**config.mk**
```make
export PLATFORM = sky130hd
export DESIGN_NAME = gmii_rx_framer_flat
export DESIGN_NICKNAME = d
export VERILOG_FILES = /design/src/rtl/gmii_rx_framer_if.sv /design/src/rtl/gmii_rx_framer.sv /design/src/flat_wrapper.sv
export SDC_FILE = /design/constraint.sdc
export NUM_CORES = 1
export LEC_CHECK = 0
export CORE_UTILIZATION = 60
export CTS_BUF_LIST = sky130_fd_sc_hd__clkbuf_8
export DETAILED_ROUTE_END_ITERATION = 7
export PLACE_DENSITY = 0.89
export SLEW_MARGIN = 30
export SYNTH_ARGS = -nofsm -noshare
export SYNTH_HDL_FRONTEND = slang
export SYNTH_SLANG_ARGS = --single-unit
export TNS_END_PERCENT = 100
```
**constraint.sdc**
```tcl
create_clock -name CLK -period 3.98 [get_ports CLK]
set_input_delay 0.796 -clock CLK [delete_from_list [all_inputs] [get_ports CLK]]
set_output_delay 0.796 -clock CLK [all_outputs]
set_load 0.05 [all_outputs]
```
**src/rtl/gmii_rx_framer_if.sv**
```systemverilog
// Output beat bus of the GMII/MII receive framer: one strobe per packed word,
// with byte enables, last marker, frame error and frame length.
interface gmii_rx_framer_if #(
  parameter int OUT_BYTES = 4,
  parameter int CNT_W     = 16
);
  logic                   o_valid;
  logic [8*OUT_BYTES-1:0] o_data;
  logic [OUT_BYTES-1:0]   o_keep;
  logic                   o_last;
  logic                   o_err;
  logic [CNT_W-1:0]       o_byte_cnt;

  // Framer side drives the beats.
  modport master (
    output o_valid, o_data, o_keep, o_last, o_err, o_byte_cnt
  );

  // FIFO side consumes the beats; there is no backpressure.
  modport slave (
    input o_valid, o_data, o_keep, o_last, o_err, o_byte_cnt
  );
endinterface

```
**src/rtl/gmii_rx_framer.sv**
```systemverilog
// Receive framer: strips preamble/SFD from a GMII byte or MII nibble stream and
// packs frame bytes little-endian into OUT_BYTES-wide beats. A filled word is
// held back until the next byte or the end of frame, so the final beat always
// carries real data (or is the single empty beat of a zero-length frame).
module gmii_rx_framer #(
  parameter int OUT_BYTES = 4,
  parameter int MAX_FRAME = 1522,
  parameter int CNT_W     = 16
) (
  input  logic             CLK,
  input  logic             RST,
  input  logic             MII_SEL,
  input  logic [7:0]       RX_D,
  input  logic             RX_EN,
  input  logic             RX_ERR,
  gmii_rx_framer_if.master beat
);

  localparam int W      = 8 * OUT_BYTES;
  localparam int FILL_W = $clog2(OUT_BYTES + 1);
  localparam logic [FILL_W-1:0] FULL    = FILL_W'(OUT_BYTES);
  localparam logic [CNT_W-1:0]  CNT_MAX = CNT_W'(MAX_FRAME);

  typedef enum logic [1:0] {IDLE, PREAMBLE, DATA, DROP} state_t;

  state_t             state_reg, state_next;
  logic               mii_reg, mii_next;
  logic               phase_reg, phase_next;
  logic [3:0]         nib_reg, nib_next;
  logic [W-1:0]       stage_reg, stage_next;
  logic [FILL_W-1:0]  fill_reg, fill_next;
  logic [CNT_W-1:0]   cnt_reg, cnt_next;
  logic               err_reg, err_next;

  logic               valid_reg, valid_next;
  logic [W-1:0]       data_reg, data_next;
  logic [OUT_BYTES-1:0] keep_reg, keep_next;
  logic               last_reg, last_next;
  logic               oerr_reg, oerr_next;
  logic [CNT_W-1:0]   bcnt_reg, bcnt_next;

  logic               mii_eff;
  logic               byte_ok;
  logic [7:0]         byte_val;
  logic               stage_full;
  logic [FILL_W-1:0]  ins_lane;
  logic [OUT_BYTES-1:0] keep_mask;
  logic [W-1:0]       packed_word;

  // The mode is live from MII_SEL only on the first cycle of a frame; after the
  // first nibble (or outside IDLE) the latched copy is used.
  assign mii_eff    = (state_reg == IDLE && !phase_reg) ? MII_SEL : mii_reg;
  assign byte_ok    = RX_EN && (!mii_eff || phase_reg);
  assign byte_val   = mii_eff ? {RX_D[3:0], nib_reg} : RX_D;
  assign stage_full = (fill_reg == FULL);
  // A full staging word is flushed out, so the new byte restarts at lane 0.
  assign ins_lane   = stage_full ? '0 : fill_reg;

  genvar gi;
  generate
    for (gi = 0; gi < OUT_BYTES; gi++) begin : g_lane
      assign keep_mask[gi] = (FILL_W'(gi) < fill_reg);
      assign packed_word[8*gi +: 8] = (FILL_W'(gi) == ins_lane) ? byte_val :
                                      (stage_full ? 8'h00 : stage_reg[8*gi +: 8]);
    end
  endgenerate

  // Next-state, packing and beat generation.
  always_comb begin
    state_next = state_reg;
    mii_next   = mii_reg;
    phase_next = phase_reg;
    nib_next   = nib_reg;
    stage_next = stage_reg;
    fill_next  = fill_reg;
    cnt_next   = cnt_reg;
    err_next   = err_reg;
    valid_next = 1'b0;
    data_next  = '0;
    keep_next  = '0;
    last_next  = 1'b0;
    oerr_next  = 1'b0;
    bcnt_next  = '0;

    // Nibble phase runs in every state and collapses whenever RX_EN drops.
    if (RX_EN && mii_eff) begin
      phase_next = ~phase_reg;
      if (!phase_reg) begin
        nib_next = RX_D[3:0];
      end
    end else begin
      phase_next = 1'b0;
    end

    case (state_reg)
      IDLE: begin
        if (!phase_reg) begin
          mii_next = MII_SEL;
        end
        if (byte_ok) begin
          state_next = (byte_val == 8'h55) ? PREAMBLE : DROP;
        end
      end
      PREAMBLE: begin
        if (!RX_EN) begin
          state_next = IDLE;
        end else if (byte_ok) begin
          if (byte_val == 8'hD5) begin
            state_next = DATA;
            cnt_next   = '0;
            fill_next  = '0;
            stage_next = '0;
            err_next   = 1'b0;
          end else if (byte_val != 8'h55) begin
            state_next = DROP;
          end
        end
      end
      DATA: begin
        if (!RX_EN) begin
          // End of frame: flush whatever is staged as the last beat. A pending
          // low nibble or an empty frame both mark the frame bad.
          valid_next = 1'b1;
          last_next  = 1'b1;
          data_next  = stage_reg;
          keep_next  = keep_mask;
          bcnt_next  = cnt_reg;
          oerr_next  = err_reg | (mii_reg & phase_reg) | (cnt_reg == '0);
          state_next = IDLE;
        end else begin
          if (RX_ERR) begin
            err_next = 1'b1;
          end
          if (byte_ok) begin
            if (cnt_reg == CNT_MAX) begin
              // Oversize: the extra byte is dropped and the frame is closed now.
              valid_next = 1'b1;
              last_next  = 1'b1;
              data_next  = stage_reg;
              keep_next  = keep_mask;
              bcnt_next  = cnt_reg;
              oerr_next  = 1'b1;
              err_next   = 1'b1;
              state_next = DROP;
            end else begin
              if (stage_full) begin
                valid_next = 1'b1;
                data_next  = stage_reg;
                keep_next  = '1;
              end
              stage_next = packed_word;
              fill_next  = stage_full ? FILL_W'(1) : fill_reg + FILL_W'(1);
              cnt_next   = cnt_reg + CNT_W'(1);
            end
          end
        end
      end
      DROP: begin
        if (!RX_EN) begin
          state_next = IDLE;
        end
      end
      default: state_next = IDLE;
    endcase
  end

  // State and output registers; reset abandons any frame in flight.
  always_ff @(posedge CLK) begin
    if (RST) begin
      state_reg <= IDLE;
      mii_reg   <= 1'b0;
      phase_reg <= 1'b0;
      nib_reg   <= '0;
      stage_reg <= '0;
      fill_reg  <= '0;
      cnt_reg   <= '0;
      err_reg   <= 1'b0;
      valid_reg <= 1'b0;
      data_reg  <= '0;
      keep_reg  <= '0;
      last_reg  <= 1'b0;
      oerr_reg  <= 1'b0;
      bcnt_reg  <= '0;
    end else begin
      state_reg <= state_next;
      mii_reg   <= mii_next;
      phase_reg <= phase_next;
      nib_reg   <= nib_next;
      stage_reg <= stage_next;
      fill_reg  <= fill_next;
      cnt_reg   <= cnt_next;
      err_reg   <= err_next;
      valid_reg <= valid_next;
      data_reg  <= data_next;
      keep_reg  <= keep_next;
      last_reg  <= last_next;
      oerr_reg  <= oerr_next;
      bcnt_reg  <= bcnt_next;
    end
  end

  assign beat.o_valid    = valid_reg;
  assign beat.o_data     = data_reg;
  assign beat.o_keep     = keep_reg;
  assign beat.o_last     = last_reg;
  assign beat.o_err      = oerr_reg;
  assign beat.o_byte_cnt = bcnt_reg;

endmodule

```
**src/flat_wrapper.sv**
```systemverilog
// flat-port wrapper written by rule: the top's interface ports become plain ports
module gmii_rx_framer_flat 
#(
  parameter int OUT_BYTES = 4,
  parameter int MAX_FRAME = 1522,
  parameter int CNT_W     = 16
)
  (CLK, RST, MII_SEL, RX_D, RX_EN, RX_ERR, beat_o_valid, beat_o_data, beat_o_keep, beat_o_last, beat_o_err, beat_o_byte_cnt);
  gmii_rx_framer_if #(.OUT_BYTES(OUT_BYTES), .CNT_W(CNT_W)) beat_i ();
  input  logic CLK;
  input  logic RST;
  input  logic MII_SEL;
  input  logic [7:0] RX_D;
  input  logic RX_EN;
  input  logic RX_ERR;
  output wire logic [$bits(beat_i.o_valid)-1:0] beat_o_valid;
  output wire logic [$bits(beat_i.o_data)-1:0] beat_o_data;
  output wire logic [$bits(beat_i.o_keep)-1:0] beat_o_keep;
  output wire logic [$bits(beat_i.o_last)-1:0] beat_o_last;
  output wire logic [$bits(beat_i.o_err)-1:0] beat_o_err;
  output wire logic [$bits(beat_i.o_byte_cnt)-1:0] beat_o_byte_cnt;
  assign beat_o_valid = beat_i.o_valid;
  assign beat_o_data = beat_i.o_data;
  assign beat_o_keep = beat_i.o_keep;
  assign beat_o_last = beat_i.o_last;
  assign beat_o_err = beat_i.o_err;
  assign beat_o_byte_cnt = beat_i.o_byte_cnt;
  gmii_rx_framer #(.OUT_BYTES(OUT_BYTES), .MAX_FRAME(MAX_FRAME), .CNT_W(CNT_W)) u_core (.CLK(CLK), .RST(RST), .MII_SEL(MII_SEL), .RX_D(RX_D), .RX_EN(RX_EN), .RX_ERR(RX_ERR), .beat(beat_i));
endmodule
```
# Word level (Yosys, flattened, before mapping)
# Cells that the tools add are included.
# word_totals
ff_bits	115
in_bits	13
output_inout_bits	55
word_cells	145
# op_classes
n_addsub	2
order_cmp	4
eq_ne	27
mux	68
bitwise	6
n_reduce_logical	21
# ops
cell	n
$mux W32	10
$mux W16	9
$pmux W32 S2	1
$mux W8	6
$pmux W16 S2	1
$reduce_and A8 Y1	4
$mux W3	8
$mux W2	10
$add A16 B1 Y16 const B	1
$eq A16 B11 Y1 const B	1
$logic_not A16 Y1	1
$mux W1	16
$mux W4	4
$ne A3 B1 Y1 const B	4
$ne A3 B2 Y1 const B	3
$eq A8 B7 Y1 const B	1
$eq A8 B8 Y1 const B	1
$ne A2 B1 Y1 const B	4
$ne A2 B2 Y1 const B	4
$ne A8 B7 Y1 const B	1
$pmux W2 S4	1
$reduce_and A7 Y1	1
$eq A2 B3 Y1 const A	2
$lt A1 B3 Y1 const A	2
22 further kinds	32

# Longest topological paths before layout
# Gate-level depths: netlist of run 1.
# logic_depth
ltp_word	10
mapped_depth	9
ltp_nobuf	7

# Least setup slack after synthesis of run 1
# No wires, ideal clock.
# synth_timing
path_type	in2reg
from	input RX_D[3]
to	register u_core.stage_reg[12]
setup_ps	121
arrival_time_ps	2378
required_time_ps	3859
setup_slack_ps	1482
cell_stages	6
path_buffers	1
cell_sequence	nor4bb_1 > nand3_1 > o211a_1 > clkbuf_1 > nor3_2 > mux2_2
# synth_via
elab_chain_len	4
# synth_rtl
item	line	rtl
from (decl)	flat_wrapper.sv:13	input logic [7:0] RX_D;
$mux W8	gmii_rx_framer.sv:54	assign byte_val = mii_eff ? {RX_D[3:0], nib_reg} : RX_D;
$eq A8 B8 Y1	gmii_rx_framer.sv:108	if (byte_val == 8'hD5) begin
$ne A2 B1 Y1 (no line)	-	
$reduce_and A8 Y1 (no line)	-	
to (signal assigned)	gmii_rx_framer.sv:189	stage_reg <= stage_next;
to (decl)	gmii_rx_framer.sv:30	logic [W-1:0] stage_reg, stage_next;
# Every way passes these cells.
# A chain may end at the register's enable or synchronous reset.

# Final worst setup path of run 1
# layout_timing
from	input RX_D[6]
to	register u_core.stage_reg[13]
# Same word-level chain as after synthesis.

==> summary.md, run 1 <==
| Metric | Value |
|---|---|
| Power Internal | 1800 µW |
| Period minus WS final | 3060 ps |
| Sw frac | 25.4% |
| Crit path capture type | flip-flop |
| First-pass GRT wire length | roughly 18 mm |
| CORE AREA | around 7400 µm² |
| Worst hold start | u_core.stage_reg[9] |
| Area delta synth->final | 23.1% |
| Clock Latency Late Sink | 430 ps |
| Peak VDD IR | 0.259 mV |
| Vias in the first global route | 3903 |
| Max-cap viol count | 0 |
| LEAKAGE | 0.00227 µW |
| Largest net degree at the start of global routing | 38 |
| Avg Cell Area, Syn | 9.66 µm² |
| Critical path class | in2reg |
| Reg2reg end | u_core.cnt_reg[7] |
| Die X-Extent | 90.5 µm |
| CTS buffer count | 17 |
| Syn_nets | 505 |
| Ant diodes | 0 |
| DRC violation count after routing | 0 |
| FF-to-FF setup slack | approximately 1100 ps |
| Synth area leaders | dfxtp_1 (49%), and2_1 (4.9%), mux2_2 (4.8%) |
| Status | finished, final reports clean |
| Worst-path clk slew | 70 ps |
| Comb power frac | 6.9% |
| Clock power frac | about 45% |
| Post-route setup slack | 919 ps |
| CP max FO | 19 |
| # nets final | 566 |
| Fillcell total | 484 |
| Seq pwr share | 48.5% |
| Gate count after technology mapping | 487 |
| Number of core rows | 31 |
| Die height | 90.5 µm |
| Clk_skew | 12.4 ps |
| CTS Sinks | 115 |
| RSZ-0062 raised after global routing | no |
| Reg2reg start | u_core.cnt_reg[2] |
| Final setup viols | 0 |
| Cts hold-fix bufs | 0 |
| Routed WL | 11.0 mm |
| Antenna violations before repair | 0 |
| Multi-input gate area | 2230 µm² |
| Total power | between 2000 and 2500 µW |
| Period utilization | approximately three quarters |
| Synthesized area | 4700 µm² |
| Hold slack | 456 ps |
| Reg2reg path depth | 5 |
| Synth warn | 0 |
| Resized cells post-CTS | 0 |
| Net Switching | slightly above 600 µW |
| Post-CTS setup buffers | 0 |
| Layout cell share with drive strength beyond 1 | about an eighth |
| Port buffer count | 67 |
| Overflow after GRT | 0 |
| Async SR Flop Fraction | 0% |
| First-pass detailed-route iteration total | 6 |
| Yosys top cell area share | 48.9% |
| Routability congestion estimate | 0.864 |
| H-tree lvl count | 4 |
| ANT nets after route | 0 |
| Final Max Tran Viols | 0 |
| #FFs+latches synth | approximately 120 |
| Worst hold endpoint | u_core.stage_reg[9] |
| HP Class | reg2reg |
| Die footprint | 8200 µm² |
| Hold Path Depth | 2 |
| Routed len/inst | 16.6 µm |
| Highest Clock Rate | 327 MHz |
| Worst setup SP type | input pin |
| Critical path required time | roughly 4300 ps |
| HPWL Detailed | 7.42 mm |
| CP arrival | roughly 3400 ps |
| Pre-CTS WS | roughly 540 ps |
| Power per cell area | 416 nW/µm² |
| Sequential share of the synthesized area | 48.9% |
| Dominant synthesized flop cell | dfxtp_1 |
| Starting density of the core | about 63% |
| Worst-Margin Slew | about 770 ps |
| Gr usage total | 28.0% |
| I/O pin total | 68 |
| Reg area | 2300 µm² |
| Netlist cell types | 57 |
| Final Hold Vio Count | 0 |
| Core Util, Final | 78.2% |
| Number of synthesized flops with an enable pin | 0 |
| Vias | 3941 |
| Via/cell ratio | 5.97 |
| Root Buffer | clkbuf_8 |
| Rel. slew slack | 48.4% |
| Cell taking the most area after synthesis | dfxtp_1 |
| 1st-iter DRT viols | just under 300 |
| Clock buffer depth | 2 |
| TritonCTS clock tree | built |
| Setup tns final | 0 ps |
## placed cells by master (no fill, tap or decap), types with 3 or more instances in the layout
cell type | Yosys | final
nor2b_1 | 27 | 27
o311ai_0 | 10 | 10
clkinv_4 | 0 | 3
and2_1 | 37 | 37
clkbuf_8 | 0 | 18
inv_6 | 0 | 4
mux2i_1 | 18 | 18
nand3_1 | 10 | 10
nor3_1 | 9 | 9
nand2_1 | 31 | 31
ha_1 | 5 | 5
clkinv_2 | 0 | 3
buf_4 | 0 | 4
nor2_1 | 39 | 39
o21bai_1 | 5 | 5
o31ai_1 | 8 | 8
a21o_1 | 3 | 3
a21oi_1 | 16 | 16
inv_1 | 8 | 8
o21ai_0 | 9 | 9
dfxtp_1 | 115 | 115
nand4_1 | 7 | 7
nand2b_1 | 14 | 14
clkdlybuf4s50_1 | 0 | 67
a31oi_1 | 4 | 4
a311oi_1 | 3 | 3
nor4_1 | 6 | 6
mux2_2 | 20 | 20
and3_1 | 18 | 18
## critical path: stages
cell	delay, ps
clkdlybuf4s50_1	480
nor4bb_1	410
nand3_1	190
o211a_1	470
nor3_2	620
mux2_2	410
## metal layers
layer  track usage, %  routed length (µm)
met5                0                   0
met2             46.0                5290
met3             7.24                 795
met1             34.1                4600
met4             13.2                 287
## power groups by stage
stage / Clock, µW / Sequential, µW / Combinational (µW)
2_1_floorplan: 0 / 1190 / 113
3_3_place_gp: 0 / 1190 / 156
3_5_place_dp: 0 / 1190 / 162
4_1_cts: 1080 / 1170 / 163
5_1_grt: 1130 / 1170 / 179
6_report: 1070 / 1170 / 166
## worst max path at each step
stage / cells after the start / to / slack (ps) / start
6_report: 6 / u_core.stage_reg[13] / 920 / RX_D[6]
5_1_grt: 6 / u_core.stage_reg[13] / 790 / RX_D[3]
4_1_cts: 6 / u_core.stage_reg[13] / 970 / RX_D[6]
3_5_place_dp: 6 / u_core.stage_reg[12] / 540 / RX_D[6]
3_3_place_gp: 6 / u_core.stage_reg[15] / 710 / RX_D[3]
2_1_floorplan: 6 / u_core.stage_reg[12] / 1480 / RX_D[3]
## layout make-up
cell class                      instances  area share, %
Tap cell                               99           2.14
Clock inverter                         14           2.61
Sequential cell                       115           39.8
Clock buffer                           18           4.28
Inverter                                8          0.519
Multi-Input combinational cell        335           38.6
Timing Repair Buffer                   71           12.1
## cells by family after synthesis
logic type	count (synthesis)	synth area share, %
DFF	115	48.9
buffers and inverters	37	3.54
adders and majority gates	5	1.33
AOI/OAI and AO/OA	77	12.0
muxes	38	8.62
and+or+nand+nor	215	25.6
## through the flow
step	instances	area, µm²
2_1_floorplan	487	4700
3_3_place_gp	628	5390
3_5_place_dp	628	5390
4_1_cts	660	5790
5_1_grt	660	5790
6_report	660	5790
## synthesized netlist by cell type, types with 2 or more instances
| master | count |
|---|---|
| o31ai_1 | 8 |
| nor3_1 | 9 |
| a31o_2 | 2 |
| and2_1 | 37 |
| a21o_1 | 3 |
| o311ai_0 | 10 |
| nand2b_1 | 14 |
| o211ai_2 | 2 |
| nand4_1 | 7 |
| or4_1 | 2 |
| inv_1 | 8 |
| nand2_1 | 31 |
| nor2b_1 | 27 |
| nand3_1 | 10 |
| o21ai_0 | 9 |
| mux2_2 | 20 |
| nor4bb_1 | 2 |
| a31oi_1 | 4 |
| nor4_1 | 6 |
| and3_1 | 18 |
| mux2i_1 | 18 |
| buf_1 | 2 |
| buf_6 | 3 |
| a21oi_1 | 16 |
| nor4b_1 | 2 |
| a311oi_1 | 3 |
| ha_1 | 5 |
| dfxtp_1 | 115 |
| or4_4 | 2 |
| clkbuf_1 | 20 |
| nor2_1 | 39 |
| o21bai_1 | 5 |
| buf_2 | 4 |
Power figures use the tool's default switching activity.
==> run 2, diff against run 1 <==
- CORE_UTILIZATION: 60 -> 51
- PLACE_DENSITY: 0.89 -> 0.81
- clock period: 3.98 -> 2.6 ns (I/O delays scaled with it)
==> summary.md, run 2 (synthesis gave the netlist of run 1 again) <==
| Metric | Value |
|---|---|
| Post-route setup slack | 90.3 ps (was 919 ps) |
| Critical path cell sequence | or4_1 -> or4_4 -> a21o_1 -> a21boi_4 -> and2_1 (was clkdlybuf4s50_1 -> nor4bb_1 -> nand3_1 -> o211a_1 -> nor3_2 -> mux2_2) |
| DRC violation count after routing | 6 (was 0) |
| Via/cell ratio | 5.74 (was 5.97) |
| Port buffer count | 67 (unchanged) |
| Critical path required time | 2950 ps (was 4300 ps) |
| Final setup viols | 0 (unchanged) |
| HPWL Detailed | 7.86 mm (was 7.42 mm) |
| Net Switching | 885 µW (was 611 µW) |
| TritonCTS clock tree | built (unchanged) |
| CTS buffer count | 17 (unchanged) |
| Crit path capture type | flip-flop (unchanged) |
| CTS Sinks | 115 (unchanged) |
| Status | finished with violations (was finished, final reports clean) |
| Clk_skew | 11.5 ps (was 12.4 ps) |
| Routed len/inst | 16.0 µm (was 16.6 µm) |
| HP Class | reg2reg (unchanged) |
| Overflow after GRT | 0 (unchanged) |
| Most frequent cells in the layout | dfxtp_1 (115), clkdlybuf4s50_1 (67), buf_4 (44), nor2_1 (39), and2_1 (37) (was dfxtp_1 (115), clkdlybuf4s50_1 (67), nor2_1 (39), and2_1 (37), nand2_1 (31)) |
| Critical path class | reg2reg (was in2reg) |
| Die height | 98.0 µm (was 90.5 µm) |
| Period minus WS final | 2510 ps |
| RSZ-0062 raised after global routing | no (unchanged) |
| H-tree lvl count | 4 (unchanged) |
| Sw frac | 23.9% (was 25.4%) |
| Comb power frac | 8.3% (was 6.9%) |
| Final Max Tran Viols | 0 (unchanged) |
| Largest net degree at the start of global routing | 20 (was 38) |
| Die footprint | 9610 µm² (was 8200 µm²) |
| First-pass GRT wire length | 18.7 mm (was 18.2 mm) |
| Power Internal | 2820 µW (was 1800 µW) |
| Vias | 4067 (was 3941) |
| Antenna violations before repair | 0 (unchanged) |
| Worst path slowest cell | or4_1 (was nor3_2) |
| Root Buffer | clkbuf_8 (unchanged) |
| Worst-path clk slew | 70 ps (about the same) |
| Total power | 3700 µW (was 2410 µW) |
| Pre-CTS WS | -233 ps (was 545 ps) |
| # nets final | 608 (was 566) |
| Seq pwr share | 48.4% (was 48.5%) |
| Family with the most delay on the worst path | simple AND/OR/NAND/NOR gates (unchanged) |
| CP arrival | 2860 ps (was 3380 ps) |
| Hold slack | 447 ps (was 456 ps) |
| Routed WL | 11.3 mm (was 11.0 mm) |
| Violated checks | design-rule violations |
| First-pass detailed-route iteration total | 7 (was 6) |
| CP max FO | 19 (unchanged) |
| Worst setup SP type | flip-flop (was input pin) |
| Gr usage total | 24.5% (was 28.0%) |
| Period utilization | between 90 and 100% |
| Starting density of the core | 53.4% (was 63.5%) |
| LEAKAGE | 0.00248 µW (was 0.00227 µW) |
| Peak VDD IR | 0.434 mV (was 0.259 mV) |
| Area delta synth->final | 30.2% (was 23.1%) |
| ANT nets after route | 0 (unchanged) |
| Highest Clock Rate | 398 MHz |
| Number of core rows | 34 (was 31) |
| Routability congestion estimate | 0.933 (was 0.864) |
| Clock buffer depth | 2 (unchanged) |
| I/O pin total | 68 (unchanged) |
| Layout cell share with drive strength beyond 1 | 18.0% (was 12.3%) |
| Slowest cell delay on critical path | 580 ps (was 620 ps) |
| Buf/Inv on CP | 0 (was 1) |
| Ant diodes | 0 (unchanged) |
| Max-cap viol count | 0 (unchanged) |
| Power per cell area | 604 nW/µm² (was 416 nW/µm²) |
| Die X-Extent | 98.0 µm (was 90.5 µm) |
| 1st-iter DRT viols | 261 (was 296) |
| Worst-Margin Slew | 747 ps (was 772 ps) |
| Clock power frac | 43.3% (was 44.5%) |
| Cts hold-fix bufs | 0 (unchanged) |
| Final Hold Vio Count | 0 (unchanged) |
| Commonest non-fill, non-tap cell in the layout | dfxtp_1 (unchanged) |
| Vias in the first global route | 3985 (was 3903) |
| Rel. slew slack | 50.0% (was 48.4%) |
| Clock Latency Late Sink | 420 ps (was 430 ps) |
| CORE AREA | 8810 µm² (was 7410 µm²) |
-- run 2: cell types whose count changed in the layout (fill, tap and decap cells not counted) --
cell and delta:
buf_4 +40, inv_6 -4, clkbuf_8 +2, a21boi_4 +1, buf_12 +1, clkinv_4 -1
-- run 2: timing repair --
action / CTS / global route
cloned: 1 / 0
hold endpoints to repair: 0 / 0
gates resized for setup: 0 / 1
buffers inserted: 0 / 0
pin swaps: 1 / 0
setup endpoints to repair: 4 / 17
-- run 2: final timing paths --
kind | slack, ps | endpoint | cells after the start | start
max | 90 | u_core.beat.o_data[14] | 5 | u_core.cnt_reg[15]
min | 450 | u_core.beat.o_data[3] | 1 | u_core.stage_reg[3]
max reg2reg | 90 | u_core.beat.o_data[14] | 5 | u_core.cnt_reg[15]
min reg2reg | 450 | u_core.beat.o_data[3] | 1 | u_core.stage_reg[3]
-- run 2: per-stage QoR --
stage	cells	cell area [µm²]	TNS (ps)	util, %
3_3_place_gp	678	5720	-2700	65.0
2_1_floorplan	487	4700	0	-
6_report	708	6120	0	69.6
3_5_place_dp	678	5720	-5820	65.0
4_1_cts	708	6120	0	69.5
5_1_grt	708	6120	0	69.6
-- run 2: layout make-up --
| class | instances | area [µm²] |
|---|---|---|
| inverter | 8 | 30.0 |
| clock inverter | 9 | 108 |
| multi-input combinational | 336 | 2250 |
| fill | 650 | 2680 |
| clock buffer | 20 | 275 |
| tap | 108 | 135 |
| timing repair buffer | 112 | 1020 |
| sequential | 115 | 2300 |
-- run 2: power by group through the flow --
stage               clock network [µW]  registers [µW]  logic (µW)
global route                      1700            1790         330
floorplan                            0            1820         172
global placement                     0            1830         291
CTS                               1630            1790         302
detailed placement                   0            1830         298
finish                            1600            1790         308
-- run 2: layer usage --
layer | global-route usage (%) | part of all wire [%]
met1 | 28.0 | 41
met2 | 42.8 | 49
met3 | 7.02 | 8.1
met4 | 10.3 | 2.1
met5 | 0 | 0
